[src/rtl/seq_shifter.sv]
// seq_shifter: multi-cycle variable shifter (SLL/SRL/SRA/ROL).
// Moves the operand by at most STEP bit positions per clock, so a shift by
// SHAMT takes ceil(SHAMT/STEP) cycles in SHIFT. A shift amount of zero goes
// straight to DONE.
//
// Ports
//   clk      in   1    clock, rising edge
//   reset_n  in   1    asynchronous active-low reset
//   start    in   1    request, accepted in IDLE or DONE only
//   A        in   N    operand, captured when start is accepted
//   SHAMT    in   SHW  shift amount 0..N-1, captured with A
//   MODE     in   2    00 SLL, 01 SRL, 10 SRA, 11 ROL
//   busy     out  1    high while in SHIFT
//   done     out  1    one-cycle pulse when Y holds a new result
//   Y        out  N    result register, held until the next completion
//
// state   | meaning
// --------+--------------------------------------------------------------
// S_IDLE  | waiting for start
// S_SHIFT | moving work by min(rem, STEP) positions per clock
// S_DONE  | Y valid, done pulsed; a start here is accepted with no bubble

module seq_shifter #(
    parameter int N    = 32,
    parameter int SHW  = $clog2(N),
    parameter int STEP = 4
) (
    input  logic           clk,
    input  logic           reset_n,
    input  logic           start,
    input  logic [N-1:0]   A,
    input  logic [SHW-1:0] SHAMT,
    input  logic [1:0]     MODE,
    output logic           busy,
    output logic           done,
    output logic [N-1:0]   Y
);

    typedef enum logic [1:0] {
        S_IDLE  = 2'd0,
        S_SHIFT = 2'd1,
        S_DONE  = 2'd2
    } state_t;

    localparam logic [1:0] M_SLL = 2'b00;
    localparam logic [1:0] M_SRL = 2'b01;
    localparam logic [1:0] M_SRA = 2'b10;

    localparam logic [SHW-1:0] STEP_W = SHW'(STEP);

    state_t         r_state;
    logic [N-1:0]   r_work;
    logic [SHW-1:0] r_rem;
    logic [1:0]     r_mode;
    logic [N-1:0]   r_y;

    state_t         w_state_nxt;
    logic [N-1:0]   w_work_nxt;
    logic [SHW-1:0] w_rem_nxt;
    logic [1:0]     w_mode_nxt;
    logic [N-1:0]   w_y_nxt;

    logic [SHW-1:0] w_step;
    logic [SHW-1:0] w_rol_back;
    logic [N-1:0]   w_shifted;

    // One step of the datapath. For SRA the running MSB is always the captured
    // sign bit, so an arithmetic shift of work keeps filling with A[N-1].
    // N is a power of two, so -w_step in SHW bits equals N - w_step for the
    // rotate's wrap-around part (and 0 when w_step is 0).
    always_comb begin
        w_step     = (r_rem < STEP_W) ? r_rem : STEP_W;
        w_rol_back = -w_step;
        case (r_mode)
            M_SLL:   w_shifted = r_work << w_step;
            M_SRL:   w_shifted = r_work >> w_step;
            M_SRA:   w_shifted = $unsigned($signed(r_work) >>> w_step);
            default: w_shifted = (r_work << w_step) | (r_work >> w_rol_back);
        endcase
    end

    always_comb begin
        w_state_nxt = r_state;
        w_work_nxt  = r_work;
        w_rem_nxt   = r_rem;
        w_mode_nxt  = r_mode;
        w_y_nxt     = r_y;
        case (r_state)
            S_IDLE, S_DONE: begin
                if (start) begin
                    w_work_nxt = A;
                    w_rem_nxt  = SHAMT;
                    w_mode_nxt = MODE;
                    if (SHAMT == '0) begin
                        w_state_nxt = S_DONE;
                        w_y_nxt     = A;
                    end else begin
                        w_state_nxt = S_SHIFT;
                    end
                end else begin
                    w_state_nxt = S_IDLE;
                end
            end
            S_SHIFT: begin
                w_work_nxt = w_shifted;
                w_rem_nxt  = r_rem - w_step;
                if (r_rem == w_step) begin
                    w_state_nxt = S_DONE;
                    w_y_nxt     = w_shifted;
                end
            end
            default: w_state_nxt = S_IDLE;
        endcase
    end

    always_ff @(posedge clk or negedge reset_n) begin
        if (!reset_n) begin
            r_state <= S_IDLE;
            r_work  <= '0;
            r_rem   <= '0;
            r_mode  <= '0;
            r_y     <= '0;
        end else begin
            r_state <= w_state_nxt;
            r_work  <= w_work_nxt;
            r_rem   <= w_rem_nxt;
            r_mode  <= w_mode_nxt;
            r_y     <= w_y_nxt;
        end
    end

    assign busy = (r_state == S_SHIFT);
    assign done = (r_state == S_DONE);
    assign Y    = r_y;

endmodule

[config.mk]
export PLATFORM = sky130hd
export DESIGN_NAME = seq_shifter
export DESIGN_NICKNAME = d
export VERILOG_FILES = /design/src/rtl/seq_shifter.sv
export SDC_FILE = /design/constraint.sdc
export NUM_CORES = 1
export LEC_CHECK = 0
export CAP_MARGIN = 5
export CORE_ASPECT_RATIO = 0.8
export CORE_MARGIN = 1
export CORE_UTILIZATION = 55
export CTS_BUF_LIST = sky130_fd_sc_hd__clkbuf_4 sky130_fd_sc_hd__clkbuf_8 sky130_fd_sc_hd__clkbuf_16
export CTS_CLUSTER_DIAMETER = 60
export DETAILED_ROUTE_END_ITERATION = 6
export PLACE_DENSITY_LB_ADDON = 0.1
export SYNTH_ARGS = -nofsm -noshare
export SYNTH_HDL_FRONTEND = slang
export SYNTH_SLANG_ARGS = --single-unit
[constraint.sdc]
create_clock -name clk -period 4.7 [get_ports clk]
set_clock_uncertainty 0.05 [all_clocks]
set_input_delay 0.705 -clock clk [delete_from_list [all_inputs] [get_ports clk]]
set_output_delay 0.705 -clock clk [all_outputs]
set_load 0.005 [all_outputs]
==> metrics.md, run 1 <==
| Metric | Value |
|---|---|
| Port Buffers | `75` |
| Pre-CTS setup slack | `0.885 ns` |
| First-pass GRT wire length | `46.7 mm` |
| CP required | `4.90 ns` |
| Post-DP HPWL | `20.9 mm` |
| Met1 usage | `0.639` |
| CTS H-tree depth | `3` |
| Max Cap Violations | `0` |
| GR Layer Usage met3 | `0.171` |
| Placed cell count | `1146` |
| Setup crit end kind | `register` |
| Critical Path Start Type | `register` |
| Final TNS setup | `0 ns` |
| Synth area leaders | `dfrtp_1 25%, nand2_1 11%, mux2i_1 10%` |
| Global route overflow | `0` |
| Final #Nets | `1027` |
| Antenna diode count | `0` |
| Routability cong. | `1.11` |
| CTS tree | `built` |
| # IOs | `76` |
| Max-slew headroom | `0.346` |
| Clock slew seen by the registers of the worst setup and hold paths | `0.07 ns` |
| WL final | `30.1 mm` |
| CTS max path bufs | `2` |
| DR DRC count | `30` |
| Wire per inst | `25.9 µm` |
| Syn Nets | `1004` |
| Via density | `7.26` |
| Final period util | `0.861` |
| Syn Inst Count | `959` |
| Clock root cell | `clkbuf_16` |
| Worst Path Max Fanout | `10` |
| Setup Fix Bufs, Post-CTS | `0` |
| Post-route ant nets | `0` |
| Post-synthesis async set-or-reset flop share | `1.00` |
| Final hold viol count | `0` |
| Most common cell after layout, fill and taps aside | `nand2_1` |
| RSZ-0062 raised after global routing | `no` |
| Number of global-route vias before repair | `8157` |
| Crit Path Class | `reg -> reg` |
| Synth area leader | `dfrtp_1` |
| Ys Warns | `0` |
| Avg Cell Area, Syn | `7.51 µm²` |
| CTS Buf Count | `9` |
| Vias | `8436` |
| Cell Rows | `37` |
| Fin crit period | `4.04 ns` |
| Tightest Pin Transition | `0.981 ns` |
| # clock sinks | `73` |
| Fin util | `0.654` |
| M2 GR Usage | `0.639` |
| Max Clk Rate | `0.247 GHz` |
| Final Non-Filler Cells | `1162` |
| Arrival @ worst endpoint | `4.25 ns` |
| Status | `complete, but fails checks` |
| Initial antenna violation count | `0` |
| Post-synthesis sequential area ratio | `0.254` |
| Clock Latency Late Sink | `0.36 ns` |
| Post-synth top flop | `dfrtp_1` |
| Final setup fails | `0` |
| Pins Over Slew Limit | `0` |
| Area delta synth->final | `16.4%` |
| Die area | `0.0136 mm²` |
| Gr busiest metal | `met2` |
| Synthesized area | `0.00720 mm²` |
| Core box area | `0.0128 mm²` |
| Starting Density | `0.562` |
| Die Span X | `130 µm` |
| 1st-iter DRT viols | `1480` |
| Number of enable flip-flop cells after synthesis | `0` |
| Fillers | `1101` |
| Layout cells sized above 1 | `0.104` |
| Post-CTS sizing | `0` |
| Failing checks | `DRC` |
| FF+latch count, synth | `73` |
| DIE HEIGHT | `104 µm` |
| Count of cell types in the netlist | `71` |
| Maximum number of pins on one net before global-route repair | `74` |
| Most frequent cells in the layout | `204 x nand2_1, 74 x mux2i_1, 74 x clkdlybuf4s50_1` |
| GRT Util Overall | `0.458` |
| Share of the synthesized area in the top cell type | `0.254` |
| Post-cts hold buffer count | `0` |
| Setup ws final | `0.655 ns` |
| Type of the worst min-delay path | `in -> async` |
| First-pass iteration count of the detailed router | `7` |
## synth_stat cells, drive strengths merged, types with 4 or more instances
master,count
nand4,5
and3,10
nor3,12
mux2i,75
a22oi,4
a21oi,71
o31ai,19
buf,26
nor2b,8
a32o,4
a311o,4
clkbuf,73
nand2b,9
a32oi,7
inv,12
nand2,204
o21ai,56
a21boi,5
a211oi,18
o221ai,7
a22o,6
or3,7
nor2,66
o22ai,17
mux4,18
a31o,4
o211ai,9
a31oi,30
mux2,8
nand3,32
a311oi,7
dfrtp,73
## area by class of cell
type | count | area, µm² | share of cell area
flip-flops and latches | 73 | 1830 | 0.218
clock inverters | 6 | 65.1 | 0.00776
multi-input cells | 775 | 4970 | 0.593
inverters | 12 | 45.0 | 0.00537
clock buffers | 10 | 239 | 0.0285
repair buffers | 111 | 1020 | 0.121
well taps | 175 | 219 | 0.0261
## layer usage
metal,vias up,part of all wire
li1,3578,-
met1,3960,0.39
met2,778,0.41
met3,120,0.16
met4,0,0.036
met5,-,0
## worst paths after layout
check	from	to	slack [ns]	depth (start not counted)
worst max-delay path	r_rem[2]	r_work[6]	0.66	12
worst min-delay path	reset_n	r_work[14]	0.39	1
worst max register to register	r_rem[2]	r_work[6]	0.66	12
worst min register to register	Y[16]	Y[16]	0.42	2
max in group asynchronous	reset_n	Y[18]	3.50	1
min in group clk	Y[16]	Y[16]	0.42	2
## worst max-delay path, stage by stage, from the launching register on
cell and delay (ns):
dfrtp_1 0.34, or3_1 0.13, nor2_1 0.05, buf_4 0.17
inv_2 0.22, ha_1 0.37, buf_4 0.21, nor4b_2 0.75
nor2_1 0.40, a32o_1 0.32, a2111oi_0 0.46, nand3_1 0.22
a22o_1 0.24
## kinds of logic (layout without fill, tap and decap cells)
group,Yosys count,after routing,synth area share
flops,73,73,0.254
fa+ha+maj,3,3,0.00521
simple gates,370,370,0.227
mux,101,101,0.174
compound gates,295,295,0.270
xor+xnor,4,4,0.00486
buf+inv,111,139,0.0653
other cells,2,2,0.00104
## state kept, by name (all words and copies together) (netlist names)
| name | cells |
|---|---|
| r_work | 32 |
| r_state | 2 |
| r_mode | 2 |
| Y | 32 |
| r_rem | 5 |
## stage by stage
step	area, µm²	hold slack [ns]
4_1_cts	8390	0.428
3_3_place_gp	8080	0.410
5_1_grt	8390	0.459
6_report	8390	0.392
3_5_place_dp	8080	0.415
2_1_floorplan	7200	0.359
Power of run 1 is not shown: default switching activity piles up to over one toggle a cycle in this logic, so the estimate is an artifact.
==> inputs of run 2 (changes only) <==
--- a/config.mk
+++ b/config.mk
@@ -6,7 +6,6 @@
 export NUM_CORES = 1
 export LEC_CHECK = 0
 export CAP_MARGIN = 5
-export CORE_ASPECT_RATIO = 0.8
 export CORE_MARGIN = 1
 export CORE_UTILIZATION = 55
 export CTS_BUF_LIST = sky130_fd_sc_hd__clkbuf_4 sky130_fd_sc_hd__clkbuf_8 sky130_fd_sc_hd__clkbuf_16
==> run 2 against run 1 <==
Compared with the run above: the flow still finishes with violations (DRC); worst hold slack improved by 0.041 ns; register-to-register slack better by 0.13 ns; non-clock buffer count grew 5; sequential cell count stayed put; first-iteration DRC count rose by 18%; utilization is 1.0 points higher; via count grew 4.1%; critical path type unchanged.
==> metrics.md, run 2 (synthesis gave the netlist of run 1 again) <==
| Metric | Value |
|---|---|
| WL final | `31.9 mm (was 30.1 mm)` |
| Routability cong. | `1.05 (was 1.11)` |
| Wire per inst | `27.4 µm (was 25.9 µm)` |
| Cell Rows | `41 (was 37)` |
| Crit path cell chain | `or3_1, nor2_1, buf_4, inv_2, ha_1, buf_4, nor4b_2, nor2_1, a32o_1, a2111oi_0, nand3_1, a22o_1 (unchanged)` |
| GRT Util Overall | `0.488 (was 0.458)` |
| Crit Path Class | `reg -> reg (unchanged)` |
| Failing checks | `DRC (unchanged)` |
| Hold path depth | `2` |
| Die area | `0.0136 mm² (about the same)` |
| Post-route ant nets | `0 (unchanged)` |
| Setup Fix Bufs, Post-CTS | `0 (unchanged)` |
| Final Non-Filler Cells | `1164 (was 1162)` |
| # IOs | `76 (unchanged)` |
| Clock slew seen by the registers of the worst setup and hold paths | `0.07 ns (about the same)` |
| Post-DP HPWL | `21.9 mm (was 20.9 mm)` |
| R2r worst-path depth | `12 (unchanged)` |
| RSZ-0062 raised after global routing | `no (unchanged)` |
| DR DRC count | `13 (was 30)` |
| Area delta synth->final | `16.9% (was 16.4%)` |
| Arrival @ worst endpoint | `4.10 ns (was 4.25 ns)` |
| Layout cells sized above 1 | `0.110 (was 0.104)` |
| Final TNS setup | `0 ns (unchanged)` |
| Vias | `8786 (was 8436)` |
| CTS max path bufs | `2 (unchanged)` |
| Initial antenna violation count | `0 (unchanged)` |
| Port Buffers | `75 (unchanged)` |
| Type of the worst min-delay path | `reg -> reg (was in -> async)` |
| Final hold viol count | `0 (unchanged)` |
| Fin util | `0.664 (was 0.654)` |
| Via density | `7.55 (was 7.26)` |
| Critical Path Start Type | `register (unchanged)` |
| CTS tree | `built (unchanged)` |
| # clock sinks | `73 (unchanged)` |
| First-pass iteration count of the detailed router | `7 (unchanged)` |
| Post-CTS sizing | `0 (unchanged)` |
| Final #Nets | `1032 (was 1027)` |
| CP required | `4.89 ns (was 4.90 ns)` |
| Pins Over Slew Limit | `0 (unchanged)` |
| Reg2Reg Setup Slack | `0.79 ns (was 0.66 ns)` |
| Setup crit end kind | `register (unchanged)` |
| Clock root cell | `clkbuf_16 (unchanged)` |
| First-pass GRT wire length | `48.6 mm (was 46.7 mm)` |
| Core box area | `0.0127 mm² (was 0.0128 mm²)` |
| Die Span X | `116 µm (was 130 µm)` |
| Tightest Pin Transition | `0.972 ns (was 0.981 ns)` |
| Starting Density | `0.568 (was 0.562)` |
| Max Clk Rate | `0.256 GHz (was 0.247 GHz)` |
| CTS Buf Count | `9 (unchanged)` |
| DIE HEIGHT | `116 µm (was 104 µm)` |
| Maximum number of pins on one net before global-route repair | `74 (unchanged)` |
| Global route overflow | `0 (unchanged)` |
| Post-cts hold buffer count | `0 (unchanged)` |
| Most frequent cells in the layout | `204 x nand2_1, 74 x mux2i_1, 74 x clkdlybuf4s50_1 (unchanged)` |
| Max-slew headroom | `0.352 (was 0.346)` |
| Worst Path Max Fanout | `12 (was 10)` |
| 1st-iter DRT viols | `1750 (was 1480)` |
| Most common cell after layout, fill and taps aside | `nand2_1 (unchanged)` |
| Worst path max stage delay | `0.73 ns (was 0.75 ns)` |
| Fin crit period | `3.91 ns (was 4.04 ns)` |
| Final setup fails | `0 (unchanged)` |
| Number of global-route vias before repair | `8253 (was 8157)` |
| Clock Latency Late Sink | `0.35 ns (was 0.36 ns)` |
| Fillers | `1130 (was 1101)` |
| Max Cap Violations | `0 (unchanged)` |
| Antenna diode count | `0 (unchanged)` |
| CTS H-tree depth | `3 (unchanged)` |
| Final period util | `0.832 (was 0.861)` |
| Status | `complete, but fails checks (unchanged)` |
| Crit path max-delay cell type | `nor4b_2 (unchanged)` |
| Placed cell count | `1148 (was 1146)` |
==> run 2: layout make-up <==
class / instances / area (µm²) / share of cell area
clock inverters: 7 / 70.1 / 0.00832
flip-flops and latches: 73 / 1830 / 0.217
inverters: 12 / 45.0 / 0.00535
clock buffers: 9 / 225 / 0.0267
multi-input cells: 775 / 4970 / 0.590
well taps: 172 / 215 / 0.0256
repair buffers: 116 / 1070 / 0.127
==> run 2: worst max-delay path: cells and delay by family, from the launching register on <==
family          cells  cell delay [ns]
compound gates      3             1.03
fa+ha+maj           1             0.22
buf+inv             3             0.46
flops               1             0.34
simple gates        5             1.68
==> run 2: metal layers <==
layer | share of wire | routed length (µm) | track usage | vias to the layer above
li1 | - | - | - | 3594
met1 | 0.37 | 11700 | 0.652 | 4083
met2 | 0.40 | 12700 | 0.651 | 866
met3 | 0.17 | 5270 | 0.210 | 243
met4 | 0.068 | 2170 | 0.279 | 0
met5 | 0 | 0 | 0 | -
==> run 2: final timing paths <==
path                                   to     start
worst max register to register  r_work[6]  r_rem[2]
min in group asynchronous           Y[13]   reset_n
worst min-delay path                Y[13]     Y[13]
worst min register to register      Y[13]     Y[13]
worst max-delay path            r_work[6]  r_rem[2]
max in group asynchronous            Y[4]   reset_n
==> run 2: through the flow <==
| step | instance area, µm² | setup WS (ns) | hold WS (ns) |
|---|---|---|---|
| final | 8420 | 0.789 | 0.432 |
| after global routing | 8420 | 0.704 | 0.453 |
| after CTS | 8420 | 0.974 | 0.436 |
| after detailed placement | 8120 | 0.993 | 0.420 |
| after global placement | 8120 | 0.873 | 0.408 |
| after floorplan | 7200 | 0.848 | 0.359 |
Power of run 2 is left out for the same reason.
==> inputs of run 3 (changes only) <==
==> constraint.sdc (replaced) <==
create_clock -name clk -period 4 [get_ports clk]
set_clock_uncertainty 0.05 [all_clocks]
set_input_delay 0.6 -clock clk [delete_from_list [all_inputs] [get_ports clk]]
set_output_delay 0.6 -clock clk [all_outputs]
set_load 0.005 [all_outputs]
==> run 3 against run 2 <==
Compared with the run above: sequential cell count unchanged; final area rose by 0.64%; register-to-register slack worse by 0.30 ns; critical path type unchanged; routed wire length decreased by 2.2%; count of clock-buffer cells in the layout did not move; the run still ends with DRC left.
==> metrics.md, run 3 (synthesis gave the netlist of run 1 again) <==
| Metric | Value |
|---|---|
| Worst Setup SP | `r_rem[3] (was r_rem[2])` |
| Via density | `7.34 (was 7.55)` |
| Final hold viol count | `0 (unchanged)` |
| Most frequent cells in the layout | `204 x nand2_1, 74 x mux2i_1, 74 x clkdlybuf4s50_1 (unchanged)` |
| Most common cell after layout, fill and taps aside | `nand2_1 (unchanged)` |
| Area delta synth->final | `17.6% (was 16.9%)` |
| Tightest Pin Transition | `0.971 ns (was 0.972 ns)` |
| DIE HEIGHT | `116 µm (unchanged)` |
| Arrival @ worst endpoint | `3.70 ns (was 4.10 ns)` |
| Setup crit end kind | `register (unchanged)` |
| # clock sinks | `73 (unchanged)` |
| Type of the worst min-delay path | `in -> async (was reg -> reg)` |
| Global route overflow | `0 (unchanged)` |
| R2r worst-path depth | `12 (unchanged)` |
| CTS tree | `built (unchanged)` |
| Clock root cell | `clkbuf_16 (unchanged)` |
| Worst Path Max Fanout | `15 (was 12)` |
| First-pass GRT wire length | `47.7 mm (was 48.6 mm)` |
| Final period util | `0.878 (was 0.832)` |
| First-pass iteration count of the detailed router | `7 (unchanged)` |
| Max-slew headroom | `0.353 (was 0.352)` |
| Final TNS setup | `0 ns (unchanged)` |
| Post-CTS sizing | `0 (unchanged)` |
| Layout cells sized above 1 | `0.113 (was 0.110)` |
| Pre-CTS setup slack | `0.585 ns (was 0.993 ns)` |
| Setup ws final | `0.489 ns (was 0.789 ns)` |
| Critical Path Start Type | `register (unchanged)` |
| Core box area | `0.0127 mm² (unchanged)` |
| CP required | `4.19 ns (was 4.89 ns)` |
| Die Span X | `116 µm (unchanged)` |
| Cell Rows | `41 (unchanged)` |
| Routability cong. | `1.11 (was 1.05)` |
| Worst hold margin | `0.337 ns (was 0.432 ns)` |
| Vias | `8570 (was 8786)` |
| CTS max path bufs | `2 (unchanged)` |
| Number of global-route vias before repair | `8125 (was 8253)` |
| Antenna diode count | `0 (unchanged)` |
| Setup Fix Bufs, Post-CTS | `0 (unchanged)` |
| GRT Util Overall | `0.477 (was 0.488)` |
| Max Cap Violations | `0 (unchanged)` |
| Fillers | `1106 (was 1130)` |
| Maximum number of pins on one net before global-route repair | `74 (unchanged)` |
| Fin crit period | `3.51 ns (was 3.91 ns)` |
| Initial antenna violation count | `0 (unchanged)` |
| Status | `complete, but fails checks (unchanged)` |
| Clock slew seen by the registers of the worst setup and hold paths | `0.06 ns (was 0.07 ns)` |
| Post-cts hold buffer count | `0 (unchanged)` |
| Failing checks | `DRC (unchanged)` |
| Starting Density | `0.568 (unchanged)` |
| 1st-iter DRT viols | `1358 (was 1750)` |
| Clock Latency Late Sink | `0.36 ns (was 0.35 ns)` |
| Final #Nets | `1035 (was 1032)` |
| CTS H-tree depth | `3 (unchanged)` |
| Multi-input gate area | `0.00496 mm² (was 0.00497 mm²)` |
| # IOs | `76 (unchanged)` |
| Reg2reg start | `r_rem[3] (was r_rem[2])` |
| Post-DP HPWL | `21.6 mm (was 21.9 mm)` |
| Die area | `0.0136 mm² (unchanged)` |
| Max Clk Rate | `0.285 GHz (was 0.256 GHz)` |
| Final setup fails | `0 (unchanged)` |
| Wire per inst | `26.7 µm (was 27.4 µm)` |
| Post-route ant nets | `0 (unchanged)` |
| Pins Over Slew Limit | `0 (unchanged)` |
| DR DRC count | `1 (was 13)` |
| Reg2Reg Setup Slack | `0.49 ns (was 0.79 ns)` |
| FF+latch area | `0.00183 mm² (unchanged)` |
| Crit Path Class | `reg -> reg (unchanged)` |
| WL final | `31.2 mm (was 31.9 mm)` |
| CTS Buf Count | `9 (unchanged)` |
| Port Buffers | `75 (unchanged)` |
| Reg-to-reg critical path endpoint | `Y[2] (was r_work[6])` |
| RSZ-0062 raised after global routing | `no (unchanged)` |
run 3: cell types whose count changed in the layout (fill, tap and decap cells not counted):
cell        change
buf_12          +1
clkinvlp_4      -1
xor2_2          +1
clkinv_4        +2
clkinv_8        -1
inv_8           -1
clkinv_2        +1
buf_4           +2
inv_6           -2
xor2_4          -1
bufinv_16       +2
run 3: critical path, cell delays in order, from the launching register on:
cell and delay, ns:
dfrtp_1 0.38, or3_1 0.46, nor2_1 0.19, inv_2 0.05
ha_1 0.31, inv_1 0.37, buf_4 0.34, mux4_2 0.41
nand2_1 0.10, nand2_1 0.05, o31ai_1 0.23, a31oi_1 0.12
a31o_2 0.32
run 3: final cells by class:
class | count | area share
Sequential cell | 73 | 0.216
Multi-Input combinational cell | 775 | 0.585
Clock inverter | 7 | 0.0118
Inverter | 12 | 0.00532
Timing Repair Buffer | 119 | 0.130
Tap cell | 172 | 0.0254
Clock buffer | 9 | 0.0266
run 3: per-stage QoR:
stage          std cells  cell area, µm²  utilization
3_3_place_gp        1151            8150        0.643
3_5_place_dp        1151            8150        0.643
4_1_cts             1167            8470        0.669
2_1_floorplan        959            7200            -
5_1_grt             1167            8470        0.669
6_report            1167            8470        0.669
run 3: per-layer routing:
layer / up-vias / track usage / wire length, µm
li1: 3588 / - / -
met1: 4054 / 0.642 / 11900
met2: 775 / 0.660 / 12600
met3: 153 / 0.182 / 5000
met4: 0 / 0.236 / 1710
met5: - / 0.0333 / 0
run 3: how the worst max path moves through the flow:
stage | to | cells after the start
finish | Y[2] | 12
detailed placement | Y[2] | 12
global placement | Y[2] | 12
CTS | Y[2] | 12
floorplan | r_work[1] | 17
global route | Y[8] | 11
Power of run 3 is left out for the same reason.
